$ cat src/rtl/pdp8_io_pkg.sv
// Shared types and constants for PDP-8 positive I/O bus peripherals.
package pdp8_io_pkg;
    localparam int WORD_W   = 12;
    localparam int DEV_W    = 6;
    localparam int IOP1_BIT = 0;
    localparam int IOP2_BIT = 1;
    localparam int IOP4_BIT = 2;

    typedef enum logic [1:0] {
        IDLE = 2'd0,
        PEND = 2'd1,
        BUSY = 2'd2
    } state_e;
endpackage

$ cat src/rtl/iop_edge_det.sv
// Registered rising-edge detector for the three IOP levels; the pulse appears one cycle after the rise.
module iop_edge_det (
    input  logic       clk,
    input  logic       clr_n,
    input  logic [2:0] lvl_i,
    output logic [2:0] rise_o
);
    logic [2:0] lvl_q;
    logic [2:0] rise_q;

    always_ff @(posedge clk) begin
        if (!clr_n) begin
            lvl_q  <= '0;
            rise_q <= '0;
        end else begin
            lvl_q  <= lvl_i;
            rise_q <= lvl_i & ~lvl_q;
        end
    end

    assign rise_o = rise_q;
endmodule

$ cat src/rtl/io_out_buffer.sv
// Bus-to-device output buffer: IOT decode, word capture, valid/ready hand-off, done flag and skip.
// Optional interrupt enable (6xx5) and int_rq_n are built when IO_OUT_INTERRUPT_EN is defined.
module io_out_buffer
    import pdp8_io_pkg::*;
#(
    parameter logic [DEV_W-1:0] DEV_CODE   = 6'o04,
    parameter int               DONE_DELAY = 16
) (
    input  logic              clk,
    input  logic              reset_n,
    input  logic              init,
    input  logic              iot,
    input  logic [DEV_W-1:0]  mb_dev,
    input  logic              iop1,
    input  logic              iop2,
    input  logic              iop4,
    input  logic [0:WORD_W-1] bac,
    output logic              skip_n,
    output logic [0:WORD_W-1] dout,
    output logic              dout_valid,
    input  logic              dout_ready,
    output logic              flag,
    output logic              busy,
    output logic              int_rq_n
);
    localparam int CNT_W = (DONE_DELAY > 1) ? $clog2(DONE_DELAY) : 1;

    state_e            state_q, state_d;
    logic [CNT_W-1:0]  cnt_q, cnt_d;
    logic [0:WORD_W-1] dout_q, dout_d;
    logic              flag_q, flag_d;
    logic              sel, srst_n, ld, done;
    logic [2:0]        iop_lvl, iop_rise;

    assign sel    = iot & (mb_dev == DEV_CODE);
    assign srst_n = reset_n & ~init;

    // Qualifying with sel before edge detection means a pulse only counts while this device is addressed.
    always_comb begin
        iop_lvl           = '0;
        iop_lvl[IOP1_BIT] = iop1 & sel;
        iop_lvl[IOP2_BIT] = iop2 & sel;
        iop_lvl[IOP4_BIT] = iop4 & sel;
    end

    iop_edge_det u_edge (
        .clk    (clk),
        .clr_n  (srst_n),
        .lvl_i  (iop_lvl),
        .rise_o (iop_rise)
    );

`ifdef IO_OUT_INTERRUPT_EN
    logic p1seen_q, ie_q, int_rq_n_q;

    // IOP4 after IOP1 within one IOT is 6xx5: it writes the enable instead of loading data.
    assign ld = iop_rise[IOP4_BIT] & ~p1seen_q;

    always_ff @(posedge clk) begin
        if (!srst_n) begin
            p1seen_q   <= 1'b0;
            ie_q       <= 1'b0;
            int_rq_n_q <= 1'b1;
        end else begin
            if (!sel)
                p1seen_q <= 1'b0;
            else if (iop_rise[IOP1_BIT])
                p1seen_q <= 1'b1;
            if (iop_rise[IOP4_BIT] && p1seen_q)
                ie_q <= bac[WORD_W-1];
            int_rq_n_q <= ~(flag_q & ie_q);
        end
    end

    assign int_rq_n = int_rq_n_q;
`else
    assign ld       = iop_rise[IOP4_BIT];
    assign int_rq_n = 1'b1;
`endif

    // A reload during BUSY abandons the running countdown, so it suppresses completion.
    assign done = (state_q == BUSY) && (cnt_q == '0) && !ld;

    always_comb begin
        state_d = state_q;
        cnt_d   = cnt_q;
        dout_d  = dout_q;
        case (state_q)
            PEND: if (dout_ready) begin
                state_d = BUSY;
                cnt_d   = CNT_W'(DONE_DELAY - 1);
            end
            BUSY: if (cnt_q == '0) state_d = IDLE;
                  else             cnt_d   = cnt_q - CNT_W'(1);
            default: ;
        endcase
        if (ld) begin
            state_d = PEND;
            dout_d  = bac;
        end
        flag_d = done | (flag_q & ~iop_rise[IOP2_BIT]);
    end

    always_ff @(posedge clk) begin
        if (!srst_n) begin
            state_q <= IDLE;
            cnt_q   <= '0;
            dout_q  <= '0;
            flag_q  <= 1'b0;
        end else begin
            state_q <= state_d;
            cnt_q   <= cnt_d;
            dout_q  <= dout_d;
            flag_q  <= flag_d;
        end
    end

    assign skip_n     = ~(sel & iop1 & flag_q);
    assign dout       = dout_q;
    assign dout_valid = (state_q == PEND);
    assign flag       = flag_q;
    assign busy       = (state_q != IDLE);
endmodule
$ cat config.mk
export PLATFORM = sky130hd
export DESIGN_NAME = io_out_buffer
export DESIGN_NICKNAME = d
export VERILOG_FILES = /design/src/rtl/pdp8_io_pkg.sv /design/src/rtl/iop_edge_det.sv /design/src/rtl/io_out_buffer.sv
export SDC_FILE = /design/constraint.sdc
export NUM_CORES = 1
export LEC_CHECK = 0
export BUFFER_PORTS_ARGS = -buffer_cell sky130_fd_sc_hd__clkbuf_2
export CAP_MARGIN = 20
export CORE_UTILIZATION = 46
export CTS_CLUSTER_DIAMETER = 40
export DETAILED_ROUTE_END_ITERATION = 8
export PLACE_DENSITY = 0.86
export SLEW_MARGIN = 20
export SYNTH_ARGS = -nofsm -noshare
export SYNTH_HDL_FRONTEND = slang
export SYNTH_SLANG_ARGS = --single-unit
$ cat constraint.sdc
create_clock -name clk -period 1.8 [get_ports clk]
set_clock_uncertainty 0.2 [all_clocks]
set_input_delay 0.09 -clock clk [delete_from_list [all_inputs] [get_ports clk]]
set_output_delay 0.09 -clock clk [all_outputs]
set_load 0.02 [all_outputs]
---- After elaboration in Yosys (flattened, before gate mapping) ----
Index checks and enable logic that the tools add are counted.
word-level totals
  register bits after elaboration ......... 25
  input port bits ......................... 26
  output and inout bits ................... 17
  word-level logic and storage cells ...... 48
cells by class
  $add $sub $neg .......................... 1
  equal/unequal tests ..................... 8
  mux-type cells .......................... 7
  bitwise gates (word level) .............. 14
  reductions and logical operators ........ 11
operators by type and width
  kind                                               count
  AND reduction 3 bit                                3
  two-way mux 4 bit                                  2
  one-hot mux 4 bit (2 select lines)                 1
  AND 1 bit                                          7
  == test 6 x 3 -> 1 bit (second input constant)     1
  != test 3 x 1 -> 1 bit (second input constant)     2
  zero test 4 bit                                    1
  two-way mux 2 bit                                  2
  != test 2 x 1 -> 1 bit (second input constant)     2
  inverter 1 bit                                     4
  one-hot mux 2 bit (2 select lines)                 1
  nonzero test 2 bit                                 2
  subtractor 4 x 1 -> 4 bit (second input constant)  1
  AND 3 bit                                          1
  inverter 3 bit                                     1
  nonzero test 3 bit                                 1
  == test 2 x 1 -> 1 bit (second input constant)     1
  == test 2 bit (second input constant)              1
  logical AND 1 bit                                  2
  != test 2 bit (second input constant)              1
  OR reduction 2 bit                                 1
  zero test 1 bit                                    1
  two-way mux 1 bit                                  1
  bitwise OR 1 bit                                   1

---- Logic depth before layout (Yosys ltp) ----
Gate-level depths: netlist of the first run.
  depth in word-level cells ............... 5
  depth in mapped cells ................... 5
  depth with buffers taken out ............ 5

---- By module ----
Synthesis of the first run repeated with hierarchy kept, for this count alone.
second synthesis, totals
  cells, all modules ...................... 110
  area, all modules ....................... 1068.5 um^2
by module, submodules not included
  module         instances  cells each  area each (um^2)  sequential area each (um^2)
  io_out_buffer  1          98          899.6             380.4
  iop_edge_det   1          12          168.9             120.1

---- Worst setup path before layout of the first run ----
No wires, ideal clock.
  path kind ............................... register to register
  from .................................... register cnt_q[0]
  to ...................................... register state_q[0]
  library setup time ...................... 125 ps
  arrival ................................. 1339 ps
  setup slack ............................. 136 ps
  stages on the path, launching flop included .. 6
  clock period less this slack ............ 1664 ps
  cell sequence ........................... dfxtp_1 inv_1 ha_1 or3b_4 a2111oi_2 nor2_1
between the ends
  cells in the longest elaborated chain, start to end .. 3
RTL lines
  element                                  line                  RTL
  start, declared                          io_out_buffer.sv:29   logic [CNT_W-1:0] cnt_q, cnt_d;
  start signal, assigned                   io_out_buffer.sv:112  cnt_q <= cnt_d;
  zero test 4 bit                          io_out_buffer.sv:93   BUSY: if (cnt_q == '0) state_d = IDLE;
  != test 3 x 1 -> 1 bit (no source line)  n/a
  AND reduction 3 bit (no source line)     n/a
  end signal, assigned                     io_out_buffer.sv:111  state_q <= state_d;
  end, declared                            io_out_buffer.sv:28   state_e state_q, state_d;
No other way between the ends.
A chain may end at the register's enable or synchronous reset.

---- Worst setup path in the final report of the first run ----
  from .................................... register cnt_q[0]
  to ...................................... register cnt_q[0]
between the ends
  cells in the longest elaborated chain, start to end .. 3
RTL lines
  element                                                                    line
  subtractor 4 x 1 -> 4 bit or zero test 4 bit (tied branches)               io_out_buffer.sv:94, io_out_buffer.sv:93
  two-way mux 4 bit or != test 2 bit (tied branches)                         n/a
  one-hot mux 4 bit (2 select lines) or AND reduction 3 bit (tied branches)  n/a
Several ways; a longest one is shown, not always the timed one. The select of a mux whose other input is x is not followed.

==> results.md, run 1 <==
- Gr ovfl total: 0
- CP Launch Type: flip-flop
- Worst Max-Slew Pin Slew: 839.4 ps
- Worst Hold Class: in2reg
- Count leader, synth: dfxtp_1
- Crit Path Class: reg2reg
- CTS Buffer Depth: 2
- Die ar.: 2421 um^2
- Starting Density: 0.5068
- Final hold viol count: 0
- Power share of the sequential group: 0.621
- Syn nets: 134
- Net count, final: 195
- Area grow syn2layout: 45.30%
- 1st-iter DRT viols: 13
- Fin crit period: 1758 ps
- EDFF count, synth: 0
- Worst flop-to-flop path startpoint: cnt_q[0]$_SDFFE_PP0P_
- Number of global-route vias before repair: 1056
- CTS Root Cell: clkbuf_4
- Hold Path Origin: reset_n
- Largest net degree at the start of global routing: 18
- Drt wl/cell: 15.03 um
- Lkg Pwr: 0.6323 nW
- Cells after synthesis: 103
- Die W: 49.20 um
- Share of cells above drive strength 1: 0.3497
- Core footprint: 2022 um^2
- Total CTS buffers: 3
- Yosys top cell area share: 0.4493
- GRT Overall Usage: 0.2495
- Ys async rst share: 0
- Total Power: 0.8206 mW
- Setup TNS: 0 ps
- CP max-delay cell: or3b_4
- Via count: 979
- Sequential share of the synthesized area: 0.4493
- Synthesized area: 1025 um^2
- WHS Path Cells: 4
- DRC: 0
- Fmax achieved: 0.5690 GHz
- Final WL: 2.855 mm
- Ranking of synthesized cells by area: dfxtp_1 45%, mux2i_1 12%, ha_1 6.1%
- Status: complete, no violations
- Initial antenna violation count: 0
- Syn avg cell area: 9.949 um^2
- Final Max Slew Viols: 0
- Number of max-cap violations: 0
- CTS sink count: 23
- Post-route ant nets: 0
- Part of the power in combinational logic: 0.089
- Worst path arrival time: 1770 ps
- First-pass GRT wire length: 4.616 mm
- Net switching power: 0.1837 mW
- Largest stage delay on the critical path: 410 ps
- Sw frac: 0.2239
- Clock power share: 0.290
- CP cell instances: inv_1 > ha_2 > or3b_4 > and2_4 > a311oi_2
- Int Power: 0.6369 mW
- Clk Latency, worst-skew pair: 310 ps
- Worst R2R Setup Slack: 40 ps
- Crit-path max FO: 4
- Die height: 49.20 um
- VDD IR max: 0.0005031 V
- DR pass1 iterations: 4
- Rows: 16
- Hold Crit Endpoint: cnt_q[3]$_SDFFE_PP0P_
- # IOs: 43
- Pwr dens: 551.1 nW/um^2
- # setup viols final: 0
- Rel. slew slack: 0.4396
- Synth warnings: 0
- DP HPWL: 1.644 mm
- Ys flop type: dfxtp_1
- Post-DR vias/cell: 5.153
- # port buffers: 41
- CP Capture Type: flip-flop
- Routability Congestion: 0.7834
- H-tree Lvls: 1
- Capturing point of the worst reg2reg path: cnt_q[0]$_SDFFE_PP0P_
- TritonCTS clock tree: built
- Family with the most delay on the worst path: simple AND/OR/NAND/NOR gates
- Post-synth top area cell: dfxtp_1
- R2r worst-path depth: 5
- WP data required: 1820 ps
- CP bufs+invs: 1
- Antenna diodes: 0
- Final Cycle Share: 0.9764
- Most common library cells after synthesis: 23 x dfxtp_1, 15 x nor2_1, 12 x mux2i_1
- Yosys reg bits: 23
- Distinct cells, synth: 32
- Clock transition at the registers of the reported paths: 130 ps
-- timing repair --
action / 4_1_cts / 5_1_grt
hold endpoints to repair: 19 / 0
resized for setup: 1 / 6
setup buffers: 0 / 1
hold buffers: 18 / 0
pin swaps: 0 / 4
endpoints found under the setup margin: 1 / 7
-- area by class of cell --
cell class	count	area [um^2]
fillers	124	533.0
multi-input cells	66	531.8
flip-flops and latches	23	461.7
repair buffers	61	400.4
inverters	9	33.78
well taps	27	33.78
clock buffers	3	22.52
clock inverters	1	5.005
-- worst min-delay path, cell delays in order --
cell and delay, ps:
clkbuf_2 90, nor2b_2 200, o311ai_1 100, o21ai_1 60
-- placed cells by master (no fill, tap or decap) --
cell type	n
a2111oi_4	1
a211oi_1	1
a2bb2oi_1	1
a311oi_2	2
a31o_2	1
a31oi_1	3
and2_4	1
and2b_1	1
and3_1	2
and4b_1	2
buf_4	2
clkbuf_2	41
clkbuf_4	3
clkinv_2	1
conb_1	1
dfxtp_1	22
dfxtp_2	1
dlygate4sd3_1	18
ha_1	4
ha_2	1
inv_1	9
mux2i_1	12
nand2b_1	2
nand3_1	3
nand4bb_1	2
nor2_1	15
nor2b_1	1
nor2b_2	1
nor4_2	1
o21ai_0	1
o21ai_1	1
o22ai_1	1
o311ai_1	1
o31a_1	1
o31ai_1	1
or3_1	1
or3b_4	1
-- metal layers --
metal,up-vias,share of wire,GRT usage
met2,35,0.53,0.4680
met4,0,0.015,0.07843
li1,480,-,-
met5,-,0,0
met3,6,0.043,0.05296
met1,458,0.41,0.2739
-- per-stage QoR --
step | area, um^2 | hold WS (ps) | util | cells | setup slack (ps)
3_5_place_dp | 1242 | 137.9 | 0.6145 | 167 | 21.38
3_3_place_gp | 1242 | 122.3 | 0.6145 | 167 | 101.0
2_1_floorplan | 1025 | 35.92 | - | 103 | 135.9
4_1_cts | 1463 | 75.37 | 0.7234 | 189 | 18.15
5_1_grt | 1489 | 98.51 | 0.7364 | 190 | -12.58
6_report | 1489 | 59.42 | 0.7364 | 190 | 42.44
-- kinds of logic (layout without fill, tap and decap cells) --
kind of cell               Yosys count  in the layout  synth area share
AOI/OAI and AO/OA                   15             15            0.1148
adders and majority gates            5              5           0.06105
muxes                               12             12            0.1172
DFF                                 23             23            0.4493
buffers and inverters               14             74           0.06104
other                                1              1          0.003659
and+or+nand+nor                     33             33            0.1929
-- worst max-delay path by stage --
stage,start,to,slack (ps),depth (start not counted)
detailed placement,cnt_q[0]$_SDFFE_PP0P_,state_q[0]$_SDFFE_PP0P_,20,5
global route,cnt_q[0]$_SDFFE_PP0P_,cnt_q[0]$_SDFFE_PP0P_,-10,5
floorplan,cnt_q[0]$_SDFFE_PP0P_,state_q[0]$_SDFFE_PP0P_,140,5
global placement,cnt_q[0]$_SDFFE_PP0P_,state_q[0]$_SDFFE_PP0P_,100,5
CTS,cnt_q[0]$_SDFFE_PP0P_,state_q[0]$_SDFFE_PP0P_,20,5
finish,cnt_q[0]$_SDFFE_PP0P_,cnt_q[0]$_SDFFE_PP0P_,40,5
-- flip-flops by register name, summed over array words and instances, names as in the netlist --
signal         cells
cnt_q              4
dout              12
flag               1
state_q            2
u_edge.lvl_q       2
u_edge.rise_o      2
-- power groups by stage --
stage / clock (mW) / combinational, mW / sequential (mW)
6_report: 0.238 / 0.0733 / 0.509
5_1_grt: 0.256 / 0.0784 / 0.510
4_1_cts: 0.236 / 0.0677 / 0.509
3_5_place_dp: 0 / 0.0420 / 0.521
3_3_place_gp: 0 / 0.0403 / 0.521
2_1_floorplan: 0 / 0.0156 / 0.521
No activity file was read; power rests on OpenSTA's default activity.
==> run 2, diff against run 1 <==
--- a/config.mk
+++ b/config.mk
@@ -7,10 +7,12 @@
 export LEC_CHECK = 0
 export BUFFER_PORTS_ARGS = -buffer_cell sky130_fd_sc_hd__clkbuf_2
 export CAP_MARGIN = 20
-export CORE_UTILIZATION = 46
+export CELL_PAD_IN_SITES_DETAIL_PLACEMENT = 0
+export CELL_PAD_IN_SITES_GLOBAL_PLACEMENT = 1
+export CORE_UTILIZATION = 30
 export CTS_CLUSTER_DIAMETER = 40
 export DETAILED_ROUTE_END_ITERATION = 8
-export PLACE_DENSITY = 0.86
+export PLACE_DENSITY = 0.81
 export SLEW_MARGIN = 20
 export SYNTH_ARGS = -nofsm -noshare
 export SYNTH_HDL_FRONTEND = slang
==> constraint.sdc (replaced) <==
create_clock -name clk -period 1.43 [get_ports clk]
set_clock_uncertainty 0.2 [all_clocks]
set_input_delay 0.0715 -clock clk [delete_from_list [all_inputs] [get_ports clk]]
set_output_delay 0.0715 -clock clk [all_outputs]
set_load 0.02 [all_outputs]
==> run 2 against run 1 <==
  * The flow now finishes with violations (negative setup slack)
  * Largest power group unchanged
  * Critical path type unchanged
  * Register-to-register slack worse by 250 ps
  * Combinational power up 34%
  * Hold slack worse by 3.3 ps
  * Worst setup slack got worse by 250 ps
  * Clock power up 27%
  * Core utilization decreased by 19 points
  * Clock-buffer cell count unchanged
  * Via count increased by 5.6%
==> results.md, run 2 (synthesis gave the netlist of run 1 again) <==
- CTS Root Cell: clkbuf_4 (unchanged)
- # placed instances: 197 (was 167)
- Fin crit period: 1639 ps (was 1758 ps)
- Largest net degree at the start of global routing: 14 (was 18)
- VDD IR max: 0.0004432 V (was 0.0005031 V)
- Starting Density: 0.3250 (was 0.5068)
- CP cell instances: inv_2 > ha_4 > or3b_4 > and2_4 > a311oi_2 (was inv_1 > ha_2 > or3b_4 > and2_4 > a311oi_2)
- Part of the power in combinational logic: 0.094 (was 0.089)
- DRC: 0 (unchanged)
- Commonest non-fill, non-tap cell in the layout: clkbuf_2 (unchanged)
- Total CTS buffers: 3 (unchanged)
- Initial antenna violation count: 0 (unchanged)
- Worst Hold Class: in2reg (unchanged)
- Non-Filler Instances: 224 (was 190)
- Final Cycle Share: 1.146 (was 0.9764)
- Post-route worst setup slack: -208.6 ps (was 42.44 ps)
- Largest stage delay on the critical path: 410 ps (about the same)
- # IOs: 43 (unchanged)
- Layout Utilization: 0.5496 (was 0.7364)
- Int Power: 0.8087 mW (was 0.6369 mW)
- Final hold viol count: 0 (unchanged)
- Drt wl/cell: 12.48 um (was 15.03 um)
- 1st-iter DRT viols: 21 (was 13)
- GRT Overall Usage: 0.1682 (was 0.2495)
- Antenna diodes: 0 (unchanged)
- # port buffers: 41 (unchanged)
- CP Capture Type: flip-flop (unchanged)
- Clock power share: 0.291 (was 0.290)
- Fmax achieved: 0.6103 GHz (was 0.5690 GHz)
- # setup viols final: 6 (was 0)
- Clk Latency, worst-skew pair: 310 ps (about the same)
- Setup TNS: -942.6 ps (was 0 ps)
- R2r worst-path depth: 5 (unchanged)
- Capturing point of the worst reg2reg path: cnt_q[0]$_SDFFE_PP0P_ (unchanged)
- TritonCTS clock tree: built (unchanged)
- CP Launch Type: flip-flop (unchanged)
- H-tree Lvls: 1 (unchanged)
- Final Max Slew Viols: 0 (unchanged)
- Min Hold Slack: 56.12 ps (was 59.42 ps)
- Via count: 1034 (was 979)
- Number of max-cap violations: 0 (unchanged)
- First-pass GRT wire length: 4.554 mm (was 4.616 mm)
- Crit Path Class: reg2reg (unchanged)
- Die height: 60.45 um (was 49.20 um)
- Post-route ant nets: 0 (unchanged)
- Share of cells above drive strength 1: 0.4889 (was 0.3497)
- Max FFs per register: 12 (unchanged)
- Violated checks: negative setup slack
- Post-DR vias/cell: 4.616 (was 5.153)
- Power share of the sequential group: 0.615 (was 0.621)
- DP HPWL: 1.813 mm (was 1.644 mm)
- Unrepaired setup endpoints after global routing: yes
- Area grow syn2layout: 69.11% (was 45.30%)
- Sw frac: 0.2243 (was 0.2239)
- DR pass1 iterations: 4 (unchanged)
- Net switching power: 0.2338 mW (was 0.1837 mW)
- Routability Congestion: 0.8127 (was 0.7834)
- CP endpoint: cnt_q[0]$_SDFFE_PP0P_ (unchanged)
- WP data required: 1450 ps (was 1820 ps)
- Crit-path max FO: 4 (unchanged)
- Worst R2R Setup Slack: -210 ps (was 40 ps)
- Net count, final: 212 (was 195)
- Pwr dens: 601.6 nW/um^2 (was 551.1 nW/um^2)
- Worst flop-to-flop path startpoint: cnt_q[1]$_SDFFE_PP0P_ (was cnt_q[0]$_SDFFE_PP0P_)
- Gr ovfl total: 0 (unchanged)
- Die ar.: 3654 um^2 (was 2421 um^2)
- Commonest cells after routing, fill and taps aside: 40 x clkbuf_2, 19 x dfxtp_1, 18 x dlygate4sd3_1, 18 x buf_4, 15 x nor2_1 (was 41 x clkbuf_2, 22 x dfxtp_1, 18 x dlygate4sd3_1)
- Lkg Pwr: 0.7361 nW (was 0.6323 nW)
- Worst setup startpoint: cnt_q[1]$_SDFFE_PP0P_ (was cnt_q[0]$_SDFFE_PP0P_)
- Pre-CTS setup slack: -153.5 ps (was 21.38 ps)
- Clock transition at the registers of the reported paths: 130 ps (about the same)
- Die W: 60.45 um (was 49.20 um)
- Worst path arrival time: 1660 ps (was 1770 ps)
- Number of global-route vias before repair: 1103 (was 1056)
- Final WL: 2.796 mm (was 2.855 mm)
- Core footprint: 3153 um^2 (was 2022 um^2)
- Status: complete, but fails checks (was complete, no violations)
- CTS sink count: 23 (unchanged)
- Rows: 20 (was 16)
- CP max-delay cell: or3b_4 (unchanged)
- CTS Buffer Depth: 2 (unchanged)
-- run 2: changes by cell type in the layout (fill, tap and decap cells not counted), moves of 3 or more --
cell,delta
buf_4,+16
ha_4,+4
dfxtp_1,-3
dfxtp_2,+3
ha_1,-3
inv_1,-3
inv_2,+3
-- run 2: how the worst min path moves through the flow --
stage	start	end	slack, ps	depth (start not counted)
2_1_floorplan	iop2	u_edge.lvl_q[1]$_SDFF_PP0_	20	1
3_3_place_gp	bac[1]	dout[1]$_SDFFE_PP0P_	100	3
3_5_place_dp	iop2	u_edge.lvl_q[1]$_SDFF_PP0_	110	2
4_1_cts	reset_n	state_q[0]$_SDFFE_PP0P_	40	5
5_1_grt	dout_ready	state_q[0]$_SDFFE_PP0P_	70	4
6_report	reset_n	state_q[0]$_SDFFE_PP0P_	60	5
-- run 2: power groups by stage --
stage	registers [mW]	clock network [mW]	logic, mW
6_report	0.641	0.303	0.0983
5_1_grt	0.641	0.344	0.107
4_1_cts	0.641	0.309	0.0929
3_5_place_dp	0.655	0	0.0584
3_3_place_gp	0.655	0	0.0565
2_1_floorplan	0.655	0	0.0198
-- run 2: what timing repair did --
item | in CTS | in global routing
hold buffers | 19 | 1
endpoints found under the hold margin | 22 | 2
buffers inserted | 3 | 3
resized for setup | 8 | 6
setup endpoints to repair | 7 | 10
pin swaps | 4 | 4
cloned | 0 | 0
-- run 2: worst max-delay path, delay by kind of cell (launching register included) --
kind | cells | cell delay [ps]
simple gates | 2 | 600
buf+inv | 1 | 70
compound gates | 1 | 210
fa+ha+maj | 1 | 130
flops | 1 | 350
-- run 2: area by class of cell --
class                      instances  area (um^2)
fill                             293         1420
tap                               44        55.05
timing repair buffer              78        531.8
clock buffer                       3        22.52
inverter                           9        33.78
sequential                        23        465.4
multi-input combinational         66        619.3
clock inverter                     1        5.005
-- run 2: through the flow --
stage / instance area, um^2 / power, mW
after floorplan: 1079 / 0.6751
after global placement: 1415 / 0.7117
after detailed placement: 1415 / 0.7136
after CTS: 1687 / 1.043
after global routing: 1733 / 1.092
final: 1733 / 1.043
-- run 2: layer usage --
| metal | vias up | routed length (um) | track usage | share of wire |
|---|---|---|---|---|
| met3 | 4 | 129 | 0.03198 | 0.046 |
| met2 | 34 | 1483 | 0.3250 | 0.53 |
| met4 | 0 | 41 | 0.08117 | 0.015 |
| met5 | - | 0 | 0 | 0 |
| met1 | 482 | 1142 | 0.1717 | 0.41 |
| li1 | 514 | - | - | - |
==> run 3, diff against run 2 <==
--- a/config.mk
+++ b/config.mk
@@ -7,12 +7,10 @@
 export LEC_CHECK = 0
 export BUFFER_PORTS_ARGS = -buffer_cell sky130_fd_sc_hd__clkbuf_2
 export CAP_MARGIN = 20
-export CELL_PAD_IN_SITES_DETAIL_PLACEMENT = 0
-export CELL_PAD_IN_SITES_GLOBAL_PLACEMENT = 1
-export CORE_UTILIZATION = 30
+export CORE_UTILIZATION = 41
 export CTS_CLUSTER_DIAMETER = 40
 export DETAILED_ROUTE_END_ITERATION = 8
-export PLACE_DENSITY = 0.81
+export PLACE_DENSITY = 0.82
 export SLEW_MARGIN = 20
 export SYNTH_ARGS = -nofsm -noshare
 export SYNTH_HDL_FRONTEND = slang
==> run 3 against run 2 <==
  * The run still ends with negative setup slack left
  * Sequential share of layout area grew 1.0 points
  * Combinational power shrank 4.8%
  * Worst setup slack lost 53 ps
  * Critical path depth is the same
  * Via count grew 0.29%
  * Die area shrank 26%
  * Register-to-register slack lost 50 ps
  * Flip-flop and latch count is the same
  * Sequential power is essentially flat
  * First-iteration DRC count shrank 14%
  * Largest cell class unchanged
  * Largest power group unchanged
==> results.md, run 3 (synthesis gave the netlist of run 1 again) <==
- Status: complete, but fails checks (unchanged)
- Violated checks: negative setup slack (unchanged)
- GR Util met1: 0.2420 (was 0.1717)
- Number of max-cap violations: 0 (unchanged)
- Post-route worst setup slack: -261.3 ps (was -208.6 ps)
- Crit Path Class: reg2reg (unchanged)
- Gr ovfl total: 0 (unchanged)
- Net count, final: 207 (was 212)
- Fmax achieved: 0.5913 GHz (was 0.6103 GHz)
- CP max-delay cell: or3b_4 (unchanged)
- # IOs: 43 (unchanged)
- WP data required: 1440 ps (was 1450 ps)
- Worst Hold Class: in2reg (unchanged)
- Met2 Usage GRT: 0.4530 (was 0.3250)
- Post-route ant nets: 0 (unchanged)
- Family with the most delay on the worst path: simple AND/OR/NAND/NOR gates (unchanged)
- Area grow syn2layout: 62.76% (was 69.11%)
- CP cell instances: inv_2 > ha_4 > or3b_4 > and2_4 > a311oi_2 (unchanged)
- Core footprint: 2276 um^2 (was 3153 um^2)
- Commonest cells after routing, fill and taps aside: 40 x clkbuf_2, 19 x dfxtp_1, 18 x dlygate4sd3_1 (was 40 x clkbuf_2, 19 x dfxtp_1, 18 x dlygate4sd3_1, 18 x buf_4, 15 x nor2_1)
- GR Layer Usage met3: 0.03801 (was 0.03198)
- DR pass1 iterations: 4 (unchanged)
- First-pass GRT wire length: 4.657 mm (was 4.554 mm)
- Drt wl/cell: 14.11 um (was 12.48 um)
- Final hold viol count: 0 (unchanged)
- Number of global-route vias before repair: 1067 (was 1103)
- Unrepaired setup endpoints after global routing: yes (unchanged)
- Largest stage delay on the critical path: 410 ps (about the same)
- Total Power: 1.039 mW (was 1.043 mW)
- Final Cycle Share: 1.183 (was 1.146)
- DP HPWL: 1.832 mm (was 1.813 mm)
- Max FFs per register: 12 (unchanged)
- Final WL: 2.865 mm (was 2.796 mm)
- CTS Root Cell: clkbuf_4 (unchanged)
- # setup viols final: 6 (unchanged)
- Die height: 52.00 um (was 60.45 um)
- DRC: 0 (unchanged)
- Crit-path max FO: 4 (unchanged)
- CTS Buffer Depth: 2 (unchanged)
- Clock transition at the registers of the reported paths: 120 ps (was 130 ps)
- CP bufs+invs: 1 (unchanged)
- Fin area: 1668 um^2 (was 1733 um^2)
- Routability Congestion: 0.9510 (was 0.8127)
- Via count: 1037 (was 1034)
- Total CTS buffers: 3 (unchanged)
- Final Max Slew Viols: 0 (unchanged)
- Initial antenna violation count: 0 (unchanged)
- Pwr dens: 622.8 nW/um^2 (was 601.6 nW/um^2)
- Share of cells above drive strength 1: 0.4686 (was 0.4889)
- Rows: 17 (was 20)
- TritonCTS clock tree: built (unchanged)
- Die ar.: 2703 um^2 (was 3654 um^2)
- CP Capture Type: flip-flop (unchanged)
- Die W: 52.00 um (was 60.45 um)
- Largest net degree at the start of global routing: 14 (unchanged)
- Starting Density: 0.4502 (was 0.3250)
- Clk Latency, worst-skew pair: 320 ps (was 310 ps)
- Lkg Pwr: 0.7058 nW (was 0.7361 nW)
- VDD IR max: 0.0006934 V (was 0.0004432 V)
- 1st-iter DRT viols: 18 (was 21)
- Antenna diodes: 0 (unchanged)
- CP Launch Type: flip-flop (unchanged)
- Grt peak-use layer: met2 (unchanged)
- CTS sink count: 23 (unchanged)
- Worst path arrival time: 1700 ps (was 1660 ps)
- GRT Overall Usage: 0.2366 (was 0.1682)
- # port buffers: 41 (unchanged)
- Post-DR vias/cell: 5.108 (was 4.616)
- H-tree Lvls: 1 (unchanged)
- Area after DPL: 1388 um^2 (was 1415 um^2)
- Fin crit period: 1691 ps (was 1639 ps)
- Commonest non-fill, non-tap cell in the layout: clkbuf_2 (unchanged)
run 3: path summary, 6_finish.rpt:
kind / endpoint / slack (ps) / cells past startpoint / start
worst max-delay path: cnt_q[1]$_SDFFE_PP0P_ / -260 / 5 / cnt_q[0]$_SDFFE_PP0P_
worst min-delay path: cnt_q[0]$_SDFFE_PP0P_ / 10 / 3 / reset_n
worst max register to register: cnt_q[1]$_SDFFE_PP0P_ / -260 / 5 / cnt_q[0]$_SDFFE_PP0P_
worst min register to register: dout[7]$_SDFFE_PP0P_ / 320 / 2 / dout[7]$_SDFFE_PP0P_
run 3: timing repair:
item | 4_1_cts | 5_1_grt
endpoints found under the setup margin | 7 | 11
pin swaps | 4 | 2
resized for setup | 6 | 10
hold endpoints to repair | 19 | 0
hold buffers | 18 | 0
buffers inserted | 0 | 2
run 3: worst reg2reg max path, delay by kind of cell (launching register included):
family          cells  cell delay (ps)
compound gates      1              250
fa+ha+maj           1              120
buf+inv             1               70
flops               1              350
simple gates        2              600
run 3: layout make-up:
class | count | area [um^2]
Fill cell | 141 | 608.1
Inverter | 9 | 33.78
Clock inverter | 1 | 5.005
Sequential cell | 23 | 465.4
Multi-Input combinational cell | 66 | 605.6
Tap cell | 28 | 35.03
Timing Repair Buffer | 73 | 500.5
Clock buffer | 3 | 22.52
run 3: per-layer routing:
| layer | vias up | share of wire |
|---|---|---|
| li1 | 506 | - |
| met4 | 0 | 0.011 |
| met5 | - | 0 |
| met2 | 31 | 0.56 |
| met3 | 4 | 0.040 |
| met1 | 496 | 0.39 |
run 3: where the power goes:
group	internal [mW]	switching [mW]	leakage (nW)
logic	0.0584	0.0353	0.501
registers	0.641	0.000137	0.187
clock network	0.105	0.199	0.0177
total	0.804	0.235	0.706
run 3: stage by stage:
step             util  cells  setup TNS, ps  setup slack [ps]  hold WS (ps)
6_report       0.7328    203         -892.8            -261.3         10.27
5_1_grt        0.7328    203          -1253            -291.3         23.84
4_1_cts        0.7130    202         -784.4            -189.7         7.249
3_5_place_dp   0.6097    180         -766.1            -192.0         116.1
3_3_place_gp   0.6097    180         -586.2            -120.1         106.1
2_1_floorplan       -    103         -498.5            -115.4         17.42
